<file path="config.mk">
export PLATFORM = sky130hd
export DESIGN_NAME = css_mcu_sram_arb
export DESIGN_NICKNAME = d
export VERILOG_FILES = /design/src/rtl/css_mcu_sram_arb.sv
export SDC_FILE = /design/constraint.sdc
export NUM_CORES = 1
export LEC_CHECK = 0
export ABC_AREA = 1
export CAP_MARGIN = 15
export CORE_AREA = 2 2 123 125
export DETAILED_ROUTE_END_ITERATION = 12
export DIE_AREA = 0 0 125 127
export PLACE_DENSITY = 0.59
export SKIP_CTS_REPAIR_TIMING = 1
export SKIP_LAST_GASP = 1
export SYNTH_ARGS = -nofsm -noshare
export SYNTH_HDL_FRONTEND = slang
export SYNTH_SLANG_ARGS = --single-unit
</file>
<file path="constraint.sdc">
create_clock -name cptra_ss_clk_i -period 3.8 [get_ports cptra_ss_clk_i]
set_clock_uncertainty 0.15 [all_clocks]
set_input_delay 0.38 -clock cptra_ss_clk_i [delete_from_list [all_inputs] [get_ports cptra_ss_clk_i]]
set_output_delay 0.38 -clock cptra_ss_clk_i [all_outputs]
set_load 0.05 [all_outputs]
</file>
<file path="src/rtl/css_mcu_sram_arb.sv">
// Round-robin arbiter for a single-port MCU SRAM with bounded burst hold and fixed-latency read return.
// Optional build macro CSS_SRAM_ARB_PRIO_EN gives requester 0 strict priority over round-robin/hold.
module css_mcu_sram_arb #(
    parameter int NUM_REQ   = 3,
    parameter int ADDR_W    = 16,
    parameter int DATA_W    = 39,
    parameter int RD_LAT    = 1,
    parameter int MAX_BURST = 4
) (
    input  logic                        cptra_ss_clk_i,
    input  logic                        cptra_ss_rst_b_i,
    input  logic [NUM_REQ-1:0]          req_valid_i,
    input  logic [NUM_REQ-1:0]          req_we_i,
    input  logic [NUM_REQ*ADDR_W-1:0]   req_addr_i,
    input  logic [NUM_REQ*DATA_W-1:0]   req_wdata_i,
    output logic [NUM_REQ-1:0]          req_ready_o,
    output logic [NUM_REQ-1:0]          rsp_valid_o,
    output logic [DATA_W-1:0]           rsp_rdata_o,
    output logic                        sram_cs_o,
    output logic                        sram_we_o,
    output logic [ADDR_W-1:0]           sram_addr_o,
    output logic [DATA_W-1:0]           sram_wdata_o,
    input  logic [DATA_W-1:0]           sram_rdata_i,
    output logic                        busy_o
);

    localparam int IDW  = (NUM_REQ > 1) ? $clog2(NUM_REQ) : 1;
    localparam int CNTW = 4;
    localparam logic [CNTW-1:0] MAX_B   = CNTW'(MAX_BURST);
    localparam logic [IDW-1:0]  LAST_ID = IDW'(NUM_REQ - 1);

    logic [IDW-1:0]              r_rr_ptr;
    logic                        r_own_vld;
    logic [IDW-1:0]              r_owner;
    logic [CNTW-1:0]             r_burst_cnt;
    logic [RD_LAT-1:0]           r_pipe_vld;
    logic [RD_LAT-1:0][IDW-1:0]  r_pipe_id;

    logic [NUM_REQ-1:0]          w_req_vld;
    logic                        w_hold;
    logic                        w_arb_vld;
    logic [IDW-1:0]              w_arb_id;
    logic                        w_gnt_vld;
    logic [IDW-1:0]              w_gnt_id;
    logic                        w_gnt_we;
    logic                        w_prio_gnt;
    logic                        w_upd;
    logic [IDW-1:0]              w_rr_nxt;
    logic                        w_out_vld;
    logic [IDW-1:0]              w_out_id;

    // Requests are masked during reset so every combinational output reads 0.
    assign w_req_vld = cptra_ss_rst_b_i ? req_valid_i : '0;

    assign w_hold = r_own_vld && w_req_vld[r_owner] && (r_burst_cnt < MAX_B);

    always_comb begin
        int idx;
        idx       = 0;
        w_arb_vld = 1'b0;
        w_arb_id  = '0;
        for (int k = 0; k < NUM_REQ; k++) begin
            idx = (int'(r_rr_ptr) + k) % NUM_REQ;
            if (!w_arb_vld && w_req_vld[idx]) begin
                w_arb_vld = 1'b1;
                w_arb_id  = IDW'(idx);
            end
        end
    end

    always_comb begin
        w_gnt_vld  = 1'b0;
        w_gnt_id   = '0;
        w_prio_gnt = 1'b0;
        if (w_hold) begin
            w_gnt_vld = 1'b1;
            w_gnt_id  = r_owner;
        end else if (w_arb_vld) begin
            w_gnt_vld = 1'b1;
            w_gnt_id  = w_arb_id;
        end
`ifdef CSS_SRAM_ARB_PRIO_EN
        // Requester 0 pre-empts without disturbing the owner's burst context.
        if (w_req_vld[0]) begin
            w_gnt_vld  = 1'b1;
            w_gnt_id   = '0;
            w_prio_gnt = 1'b1;
        end
`endif
    end

    assign w_upd    = w_gnt_vld && !w_prio_gnt;
    assign w_gnt_we = w_gnt_vld && req_we_i[w_gnt_id];
    assign w_rr_nxt = (w_gnt_id == LAST_ID) ? '0 : w_gnt_id + 1'b1;

    always_comb begin
        req_ready_o = '0;
        if (w_gnt_vld) begin
            req_ready_o[w_gnt_id] = 1'b1;
        end
    end

    assign sram_cs_o    = w_gnt_vld;
    assign sram_we_o    = w_gnt_we;
    assign sram_addr_o  = w_gnt_vld ? req_addr_i[w_gnt_id*ADDR_W +: ADDR_W]  : '0;
    assign sram_wdata_o = w_gnt_vld ? req_wdata_i[w_gnt_id*DATA_W +: DATA_W] : '0;

    always_ff @(posedge cptra_ss_clk_i or negedge cptra_ss_rst_b_i) begin
        if (!cptra_ss_rst_b_i) begin
            r_rr_ptr    <= '0;
            r_own_vld   <= 1'b0;
            r_owner     <= '0;
            r_burst_cnt <= '0;
        end else if (w_upd) begin
            if (r_own_vld && (w_gnt_id == r_owner)) begin
                if (r_burst_cnt < MAX_B) begin
                    r_burst_cnt <= r_burst_cnt + 1'b1;
                end
            end else begin
                r_own_vld   <= 1'b1;
                r_owner     <= w_gnt_id;
                r_burst_cnt <= CNTW'(1);
            end
            r_rr_ptr <= w_rr_nxt;
        end else if (r_own_vld && !w_req_vld[r_owner]) begin
            r_own_vld   <= 1'b0;
            r_owner     <= '0;
            r_burst_cnt <= '0;
        end
    end

    always_ff @(posedge cptra_ss_clk_i or negedge cptra_ss_rst_b_i) begin
        if (!cptra_ss_rst_b_i) begin
            r_pipe_vld <= '0;
            r_pipe_id  <= '0;
        end else begin
            r_pipe_vld[0] <= w_gnt_vld && !w_gnt_we;
            r_pipe_id[0]  <= w_gnt_id;
            for (int i = 1; i < RD_LAT; i++) begin
                r_pipe_vld[i] <= r_pipe_vld[i-1];
                r_pipe_id[i]  <= r_pipe_id[i-1];
            end
        end
    end

    assign w_out_vld = r_pipe_vld[RD_LAT-1];
    assign w_out_id  = r_pipe_id[RD_LAT-1];

    always_comb begin
        rsp_valid_o = '0;
        if (w_out_vld) begin
            rsp_valid_o[w_out_id] = 1'b1;
        end
    end

    assign rsp_rdata_o = w_out_vld ? sram_rdata_i : '0;
    assign busy_o      = cptra_ss_rst_b_i && ((|req_valid_i) || (|r_pipe_vld));

endmodule

</file>
==> results of run 1 <==
-- cell families (layout without fill, tap and decap cells) --
kind of cell | Yosys count | after routing | share of synthesized area
xor gates and xnor gates | 1 | 1 | 0.003877
adders and majority gates | 4 | 4 | 0.02215
and+or+nand+nor | 337 | 337 | 0.6246
DFF | 12 | 12 | 0.1329
buffers and inverters | 82 | 382 | 0.1639
AOI/OAI and AO/OA | 19 | 19 | 0.05260
-- layout make-up --
class                      count  area (sq um)  share of cell area
clock buffer                   4         88.84             0.01610
inverter                      58         217.7             0.03945
multi-input combinational    361          1589              0.2879
sequential                    12         300.3             0.05441
tap                          184         230.2             0.04171
timing repair buffer         320          3093              0.5604
-- worst max-delay path: cells and delay by family, from the launching register on --
| family | cells | cell delay [ns] |
|---|---|---|
| AO/OA/AOI/OAI | 1 | 0.08 |
| adder cells (fa/ha/maj) | 1 | 0.37 |
| buffers and inverters | 6 | 0.83 |
| flip-flops | 1 | 0.34 |
| AND/OR/NAND/NOR | 9 | 0.98 |
-- layer usage --
| metal | global-route usage | vias to the layer above | wire (um) |
|---|---|---|---|
| met3 | 0.04648 | 2 | 1298 |
| met2 | 0.2938 | 219 | 7076 |
| met4 | 0.01634 | 0 | 40 |
| met5 | 0 | - | 0 |
| met1 | 0.1912 | 1649 | 5309 |
| li1 | - | 2002 | - |
-- how the worst max path moves through the flow --
stage                endpoint
2_1_floorplan       sram_we_o
3_3_place_gp   sram_addr_o[1]
3_5_place_dp   sram_addr_o[1]
4_1_cts        sram_addr_o[1]
5_1_grt        sram_addr_o[1]
6_report       sram_addr_o[1]
-- cell usage in the layout, fill, tap and decap left out --
cell type,n
nor3_1,4
o21ai_2,2
nor3b_1,1
nor2_2,2
a21oi_4,1
clkinv_1,1
xor2_1,1
ha_1,4
nand4_2,1
buf_12,4
nand3_1,77
dlygate4sd3_1,1
clkbuf_16,3
inv_1,51
buf_4,61
and2_1,1
dfrtp_1,12
inv_2,6
nand3_2,2
o21ai_0,11
dlymetal6s2s_1,1
clkdlybuf4s50_1,253
a21boi_0,2
clkbuf_8,1
nand2_2,2
nand2_1,237
a21oi_1,3
nor2_1,7
nand4_1,3
-- per-stage QoR --
step                hold slack (ns)  setup WS (ns)
detailed placement           0.3445         0.2019
CTS                          0.3000         0.2060
floorplan                  -0.06559         0.7459
finish                       0.2057         0.3957
global placement             0.3435         0.2586
global route                 0.2472         0.1409
-- sequential cells by signal, summed over array words and instances (netlist names) --
signal,cells
r_rr_ptr,2
r_burst_cnt,4
r_own_vld,1
r_pipe_id,2
r_pipe_vld,1
r_owner,2
==> flow_summary.toml, run 1 <==
[status]
status = "finished, final reports clean"

[routing]
drt_wl_total_um = 13720
viasPerCell = 4.124
wl_per_cell_um = 14.62
first_pass_iters = 5
drc_errors = 0
first_iter_violations = 168
num_vias = 3872
route.antenna.remaining_nets = 0

[floorplanning]
start_util = 0.1567
dieArea_sq_um = 15880
die_y_um = 127
boundaryPins = 315
core_sq_um = 14420
die_w_um = 125
rows = 44

[setup_path]
worstPathMaxFanout = 56
crit_start = "r_rr_ptr[0]$_DFFE_PN0N_"
crit_required_ns = 3.27
cp-end-kind = "output pin"
slowest_stage = "ha_1"
r2r_start = "r_rr_ptr[0]$_DFFE_PN0N_"
crit_arrival_ns = 2.87
crit_top_cell = "nand3_1"
slowest_delay_ns = 0.37
worst_r2r_path_depth = 14
r2r-end = "r_owner[1]$_DFFE_PN0P_"
crit_chain = "inv_1 -> ha_1 -> inv_1 -> nand3_1 -> nand3_1 -> nand2_1 -> nand3_1 -> nand2_1 -> nor2_2 -> a21oi_4 -> inv_2 -> nand3_2 -> inv_2 -> buf_12 -> nand2_1 -> nand3_1 -> buf_4"
critPathLaunchType = "register"
r2r_slack_ns = 1.27
worstSetupPathType = "reg2out"

[clock_tree]
cts_made_buffers = 3
clkTransAtPathRegs_ns = 0.04
clockBufferDepth = 2
cts_max_level = 1
clock-sinks = 12
root_buffer = "clkbuf_16"
cts_tree = "yes"
clock_latency_ns = 0.24

[synth]
synth_fp_nets = 671
synthTopCellsByArea = "nand2_1 39%, nand3_1 17%, dfrtp_1 13%, inv_1 8.6%, buf_6 2.5%"
seq_area_frac_synth = 0.1329
async_reset_ff_frac = 1.000
synth_most_common_cell = "nand2_1"
syn_area_per_cell_sq_um = 4.966
synth_top_area_frac = 0.3937
synth_edf_count = 0
yosysWarnings = 0
netlist-cell-type-count = 25
syn-cell-area_sq_um = 2260
synth_flop_cell = "dfrtp_1"
synth_top_cell_by_area = "nand2_1"
ys_ff_latch = 12
syn_inst = 455
ys_top_cells_by_count = "237 x nand2_1, 77 x nand3_1, 52 x inv_1"

[placed_design]
dp.cells = 934
io_buffers = 314
gp_congestion = 0.9145
dpl-instance-area_sq_um = 5418
dp_hpwl_um = 11730

[finish]
diodes = 0
design_area_sq_um = 5519
syn_to_final_growth_pct = 144.2
fin_util = 0.3826
fin_cells = 939
filler_cell_count = 1573
fin_nets = 972
drive_above_1_share = 0.1126

[global_routing]
grt_pass1_wl_um = 20320
grt_pass1_vias = 3580
gr-total-overflow = 0
antenna_found_initial = 0
grt.total_usage = 0.1598
grt_max_degree = 57

[timing]
relSlewSlack = 0.6367
drv_slew = 0
finalCriticalPeriod_ns = 3.404
tightest_slew_ns = 0.5432
max_freq_ghz = 0.2937
setup-violations-final = 0
hold_viol_final = 0
rsz0062_at_grt = "false"
finalSetupTns_ns = 0
period_share = 0.8959

[run]
drv_cap = 0

[min_path]
hold_path_class = "in2async"
Power of run 1 is not shown: default switching activity piles up to over one toggle a cycle in this logic, so the estimate is an artifact.
==> run 2: changes to the inputs <==
--- a/config.mk
+++ b/config.mk
@@ -5,12 +5,12 @@
 export SDC_FILE = /design/constraint.sdc
 export NUM_CORES = 1
 export LEC_CHECK = 0
-export ABC_AREA = 1
+export ABC_AREA = 0
 export CAP_MARGIN = 15
 export CORE_AREA = 2 2 123 125
 export DETAILED_ROUTE_END_ITERATION = 12
 export DIE_AREA = 0 0 125 127
-export PLACE_DENSITY = 0.59
+export PLACE_DENSITY = 0.58
 export SKIP_CTS_REPAIR_TIMING = 1
 export SKIP_LAST_GASP = 1
 export SYNTH_ARGS = -nofsm -noshare
==> flow_summary.toml, run 2 <==
[status]
status = "finished, final reports clean"

[synth]
netlist-cell-type-count = 45
synth_edf_count = 0
synth_top_cell_by_area = "a22oi_1"
synth_fp_nets = 550
ys_top_cells_by_count = "64 x inv_1, 55 x a22oi_1, 41 x and2_1"
synth_xor_area_frac = 0.01145
async_reset_ff_frac = 1.000
synth_top_family_by_area = "compound AO/OA/AOI/OAI gates"
synthAdderAreaFrac = 0.02290
ys_ff_latch = 12
syn-cell-area_sq_um = 2186
synth_top_area_frac = 0.1889
synthTopCellsByArea = "a22oi_1 19%, dfrtp_1 14%, and2_1 12%, inv_1 11%, o21ai_1 9.2%"
seq_area_frac_synth = 0.1374
syn_inst = 334
synth_flop_cell = "dfrtp_1"
synth_most_common_cell = "inv_1"
synth-simple-area-share = 0.1998
synth_compound_area_frac = 0.4356
syn_area_per_cell_sq_um = 6.544
synth_mux_area_frac = 0.02461
yosysWarnings = 0

[clock_tree]
clkTransAtPathRegs_ns = 0.04
clockBufferDepth = 2
cts_made_buffers = 3
root_buffer = "clkbuf_16"
clock_latency_ns = 0.23
cts_max_level = 1
cts_tree = "yes"
clock-sinks = 12

[routing]
route.antenna.remaining_nets = 0
num_vias = 3640
met3_length_um = 1043
first_iter_violations = 162
highest_layer = "met4"
wl_per_cell_um = 16.03
drc_errors = 0
first_pass_iters = 5
wl_met2_um = 7119
drt_wl_total_um = 13190
m1WireLength_um = 4657
viasPerCell = 4.423

[timing]
whs_ns = 0.3551
finalCriticalPeriod_ns = 3.606
setup-violations-final = 0
max_freq_ghz = 0.2773
period_share = 0.9490
finalSetupTns_ns = 0
relSlewSlack = 0.6472
tightest_slew_ns = 0.5275
rsz0062_at_grt = "false"
drv_slew = 0
hold_viol_final = 0

[setup_path]
worstSetupPathType = "reg2out"
r2r-end = "r_owner[1]$_DFFE_PN0P_"
r2r_start = "r_rr_ptr[0]$_DFFE_PN0N_"
r2r_slack_ns = 0.97
worst_r2r_path_depth = 10
critPathLaunchType = "register"
worstPathMaxFanout = 32
slowest_stage = "dfrtp_1"
crit_arrival_ns = 3.08
slowest_delay_ns = 0.41
crit_chain = "inv_1 -> ha_1 -> inv_1 -> o21a_1 -> o2111ai_1 -> buf_4 -> nand2_1 -> nor3_1 -> a21oi_4 -> buf_4 -> o21ai_0 -> buf_12"
cp.depth = 12
crit_family = "buffers and inverters"
crit_required_ns = 3.27
critPathBufInv = 5
cp-end-kind = "output pin"

[finish]
multiInputGateArea_sq_um = 1544
filler_cell_count = 1351
drive_above_1_share = 0.1346
fin_nets = 857
layout_commonest_cell = "clkdlybuf4s50_1"
largest_reg_flops = 4
syn_to_final_growth_pct = 183.9
diodes = 0
mostFrequentLayoutCells = "254 x clkdlybuf4s50_1, 64 x inv_1, 57 x buf_12, 55 x a22oi_1, 41 x and2_1"
register_area_sq_um = 300.3
largest-register = "r_burst_cnt"

[global_routing]
grt.total_usage = 0.1546
gr-total-overflow = 0
grt_max_degree = 44
antenna_found_initial = 0
grt_pass1_vias = 3764
grt_pass1_wl_um = 19810

[placed_design]
gp_congestion = 0.9117
io_buffers = 314
dp_hpwl_um = 11660

[min_path]
min_to = "r_burst_cnt[1]$_DFFE_PN0P_"
worstHoldPathCells = 1
hp-start = "r_burst_cnt[1]$_DFFE_PN0P_"
hold_path_class = "reg2reg"

[floorplanning]
rows = 44
start_util = 0.1515
core_sq_um = 14420
boundaryPins = 315
die_w_um = 125
die_y_um = 127
dieArea_sq_um = 15880

[pwr]
p_leak_nw = 2.591
p_per_area_nw_per_um2 = 1012
peakVddDrop_v = 0.0004588

[run]
drv_cap = 0
-- run 2: cell types whose count changed in the layout (fill, tap and decap cells not counted), moves of 40 or more --
| cell | before | now |
|---|---|---|
| buf_4 | 61 | 17 |
| o21ai_1 | 0 | 40 |
| and2_1 | 1 | 41 |
| a22oi_1 | 0 | 55 |
| nand2_1 | 237 | 10 |
| buf_12 | 4 | 57 |
| nand3_1 | 77 | 2 |
-- run 2: through the flow --
stage | instance area, sq um | power (mW) | utilization | std cells | worst slack [ns]
finish | 6205 | 6.278 | 0.4302 | 823 | 0.1938
global route | 6205 | 6.548 | 0.4302 | 823 | 0.01054
CTS | 6205 | 6.339 | 0.4302 | 823 | 0.1842
detailed placement | 6130 | 6.145 | 0.4250 | 820 | 0.3243
global placement | 6130 | 6.101 | 0.4250 | 820 | 0.3955
floorplan | 2186 | 3.311 | - | 334 | 0.3343
-- run 2: final cells by class --
cell class | instances | share of cell area
flip-flops and latches | 12 | 0.04840
well taps | 184 | 0.03710
multi-input cells | 231 | 0.2488
clock buffers | 3 | 0.01210
repair buffers | 328 | 0.6142
inverters | 65 | 0.03932
-- run 2: per-layer routing --
metal	vias up	GRT usage
met5	-	0
met4	0	0.04510
met3	16	0.03141
met2	233	0.3114
met1	1609	0.1600
li1	1782	-
-- run 2: worst max path at each step --
| stage | from | end | slack [ns] |
|---|---|---|---|
| global placement | req_valid_i[2] | sram_wdata_o[13] | 0.40 |
| CTS | r_rr_ptr[1]$_DFFE_PN0N_ | sram_addr_o[12] | 0.18 |
| floorplan | r_rr_ptr[1]$_DFFE_PN0N_ | sram_addr_o[10] | 0.33 |
| finish | r_rr_ptr[1]$_DFFE_PN0N_ | sram_addr_o[12] | 0.19 |
| detailed placement | req_valid_i[2] | sram_addr_o[12] | 0.32 |
| global route | r_rr_ptr[1]$_DFFE_PN0N_ | sram_addr_o[11] | 0.01 |
-- run 2: kinds of logic (layout without fill, tap and decap cells) --
group / after synthesis / in the layout
simple gates: 75 / 75
fa+ha+maj: 4 / 4
xor+xnor: 2 / 2
compound gates: 145 / 145
flops: 12 / 12
buf+inv: 91 / 396
mux: 5 / 5
-- run 2: power by group --
| group | internal [mW] | switching, mW | total, mW |
|---|---|---|---|
| Sequential | 0.174 | 0.0472 | 0.221 |
| Clock | 0.136 | 0.0473 | 0.184 |
| Combinational | 2.47 | 3.40 | 5.87 |
-- run 2: worst register-to-register path, delay by kind of cell (launching register included) --
kind | cells | cell delay [ns]
compound gates | 4 | 0.85
flops | 1 | 0.37
mux | 1 | 0.36
xor+xnor | 1 | 0.32
buf+inv | 2 | 0.30
fa+ha+maj | 1 | 0.24
simple gates | 1 | 0.13
(Power assumes the default switching activity.)
==> run 3: changes to the inputs <==
--- a/config.mk
+++ b/config.mk
@@ -7,12 +7,15 @@
 export LEC_CHECK = 0
 export ABC_AREA = 0
 export CAP_MARGIN = 15
-export CORE_AREA = 2 2 123 125
+export CELL_PAD_IN_SITES_DETAIL_PLACEMENT = 1
+export CELL_PAD_IN_SITES_GLOBAL_PLACEMENT = 2
+export CORE_ASPECT_RATIO = 0.7
+export CORE_UTILIZATION = 10
 export DETAILED_ROUTE_END_ITERATION = 12
-export DIE_AREA = 0 0 125 127
-export PLACE_DENSITY = 0.58
+export PLACE_DENSITY = 0.87
 export SKIP_CTS_REPAIR_TIMING = 1
 export SKIP_LAST_GASP = 1
 export SYNTH_ARGS = -nofsm -noshare
 export SYNTH_HDL_FRONTEND = slang
 export SYNTH_SLANG_ARGS = --single-unit
+export TNS_END_PERCENT = 100
==> flow_summary.toml, run 3 (same netlist as run 2, synthesis figures left out) <==
[floorplanning]
start_util = 0.1037
boundaryPins = 315
dieArea_sq_um = 22460
die_w_um = 178.7
die_y_um = 125.7
core_sq_um = 21090
rows = 44

[finish]
register_area_sq_um = 300.3
largest-register = "r_burst_cnt"
layout_commonest_cell = "clkdlybuf4s50_1"
drive_above_1_share = 0.1321
filler_cell_count = 2452
fin_nets = 854
diodes = 0
syn_to_final_growth_pct = 190.7
mostFrequentLayoutCells = "254 x clkdlybuf4s50_1, 64 x inv_1, 61 x buf_12, 55 x a22oi_1"
multiInputGateArea_sq_um = 1550
largest_reg_flops = 4

[timing]
relSlewSlack = 0.6305
rsz0062_at_grt = "false"
period_share = 0.9331
hold_viol_final = 0
drv_slew = 0
finalCriticalPeriod_ns = 3.546
setup-violations-final = 0
tightest_slew_ns = 0.5525
max_freq_ghz = 0.2820
finalSetupTns_ns = 0

[global_routing]
grt.total_usage = 0.1225
grt_pass1_wl_um = 21380
grt_max_degree = 47
gr-total-overflow = 0
grt_pass1_vias = 3850
antenna_found_initial = 0

[run]
drv_cap = 0

[setup_path]
r2r_slack_ns = 0.95
worstSetupPathType = "reg2out"
critPathLaunchType = "register"
slowest_delay_ns = 0.41
worstPathMaxFanout = 46
critPathBufInv = 4
cp-end-kind = "output pin"
crit_chain = "inv_1 -> ha_1 -> inv_1 -> o21a_1 -> o2111ai_2 -> nand2_1 -> nor3_1 -> a21oi_4 -> buf_12 -> o21ai_0 -> buf_12"
crit_required_ns = 3.27
slowest_stage = "dfrtp_1"
crit_family = "compound AO/OA/AOI/OAI gates"
crit_arrival_ns = 3.02

[clock_tree]
cts_made_buffers = 3
cts_max_level = 1
clockBufferDepth = 2
clkTransAtPathRegs_ns = 0.04
root_buffer = "clkbuf_16"
clock-sinks = 12
cts_tree = "yes"
clock_latency_ns = 0.24

[pwr]
swShare = 0.5543
internal_power_mw = 2.851
peakVddDrop_v = 0.0004930
p_leak_nw = 2.595
power_mw = 6.398
p_seq_frac = 0.035
p_comb_frac = 0.936
clockPowerShare = 0.029
p_per_area_nw_per_um2 = 1007
switchingPower_mw = 3.546

[min_path]
hold_path_class = "reg2reg"

[routing]
first_pass_iters = 4
route.antenna.remaining_nets = 0
wl_per_cell_um = 15.69
drc_errors = 0
first_iter_violations = 108
num_vias = 3641
drt_wl_total_um = 14310
viasPerCell = 3.992

[placed_design]
gp_congestion = 0.7661
io_buffers = 314
dp_hpwl_um = 12500

[status]
status = "finished, final reports clean"
-- run 3: changes by cell type in the layout (fill, tap and decap cells not counted), sizes merged --
cell,change
buf,-3
-- run 3: metrics by stage --
step	cell area [sq um]	std cells	utilization	hold WS, ns	setup WS [ns]
2_1_floorplan	2186	334	-	-0.06559	0.3343
3_3_place_gp	6272	909	0.2975	0.3328	0.2986
3_5_place_dp	6272	909	0.2975	0.3407	0.2441
4_1_cts	6347	912	0.3010	0.3512	0.06276
5_1_grt	6354	912	0.3013	0.3884	0.001944
6_report	6354	912	0.3013	0.3502	0.2541
-- run 3: final cells by class --
class / count / share of cell area
Timing Repair Buffer: 325 / 0.6042
Multi-Input combinational cell: 231 / 0.2440
Tap cell: 276 / 0.05435
Sequential cell: 12 / 0.04726
Inverter: 65 / 0.03840
Clock buffer: 3 / 0.01182
-- run 3: worst register-to-register path, stage by stage (launching register included) --
cell	delay [ns]
dfrtp_1	0.37
inv_1	0.10
ha_1	0.25
mux2_2	0.37
a21oi_1	0.24
o2111ai_2	0.22
nand2_1	0.20
xor2_2	0.32
o21ai_2	0.15
a221o_1	0.36
-- run 3: layer usage --
| metal | part of all wire | global-route usage | vias to the layer above |
|---|---|---|---|
| met5 | 0 | 0 | - |
| met1 | 0.40 | 0.1465 | 1657 |
| met4 | 0.0094 | 0.01645 | 0 |
| li1 | - | - | 1778 |
| met3 | 0.093 | 0.03110 | 8 |
| met2 | 0.49 | 0.2230 | 198 |
-- run 3: path summary, 6_finish.rpt --
check,start,end,cells past startpoint
max,r_rr_ptr[1]$_DFFE_PN0N_,sram_addr_o[0],11
min,r_burst_cnt[1]$_DFFE_PN0P_,r_burst_cnt[1]$_DFFE_PN0P_,1
max reg2reg,r_rr_ptr[0]$_DFFE_PN0N_,r_owner[1]$_DFFE_PN0P_,9
min reg2reg,r_burst_cnt[1]$_DFFE_PN0P_,r_burst_cnt[1]$_DFFE_PN0P_,1
max in group asynchronous,cptra_ss_rst_b_i,r_pipe_vld$_DFF_PN0_,2
min in group asynchronous,cptra_ss_rst_b_i,r_own_vld$_DFFE_PN0P_,2
-- run 3: power groups by stage --
stage	registers (mW)	logic [mW]	clock network [mW]
2_1_floorplan	0.210	3.10	0
3_3_place_gp	0.224	6.03	0
3_5_place_dp	0.226	6.06	0
4_1_cts	0.224	6.07	0.193
5_1_grt	0.234	6.28	0.202
6_report	0.224	5.99	0.187
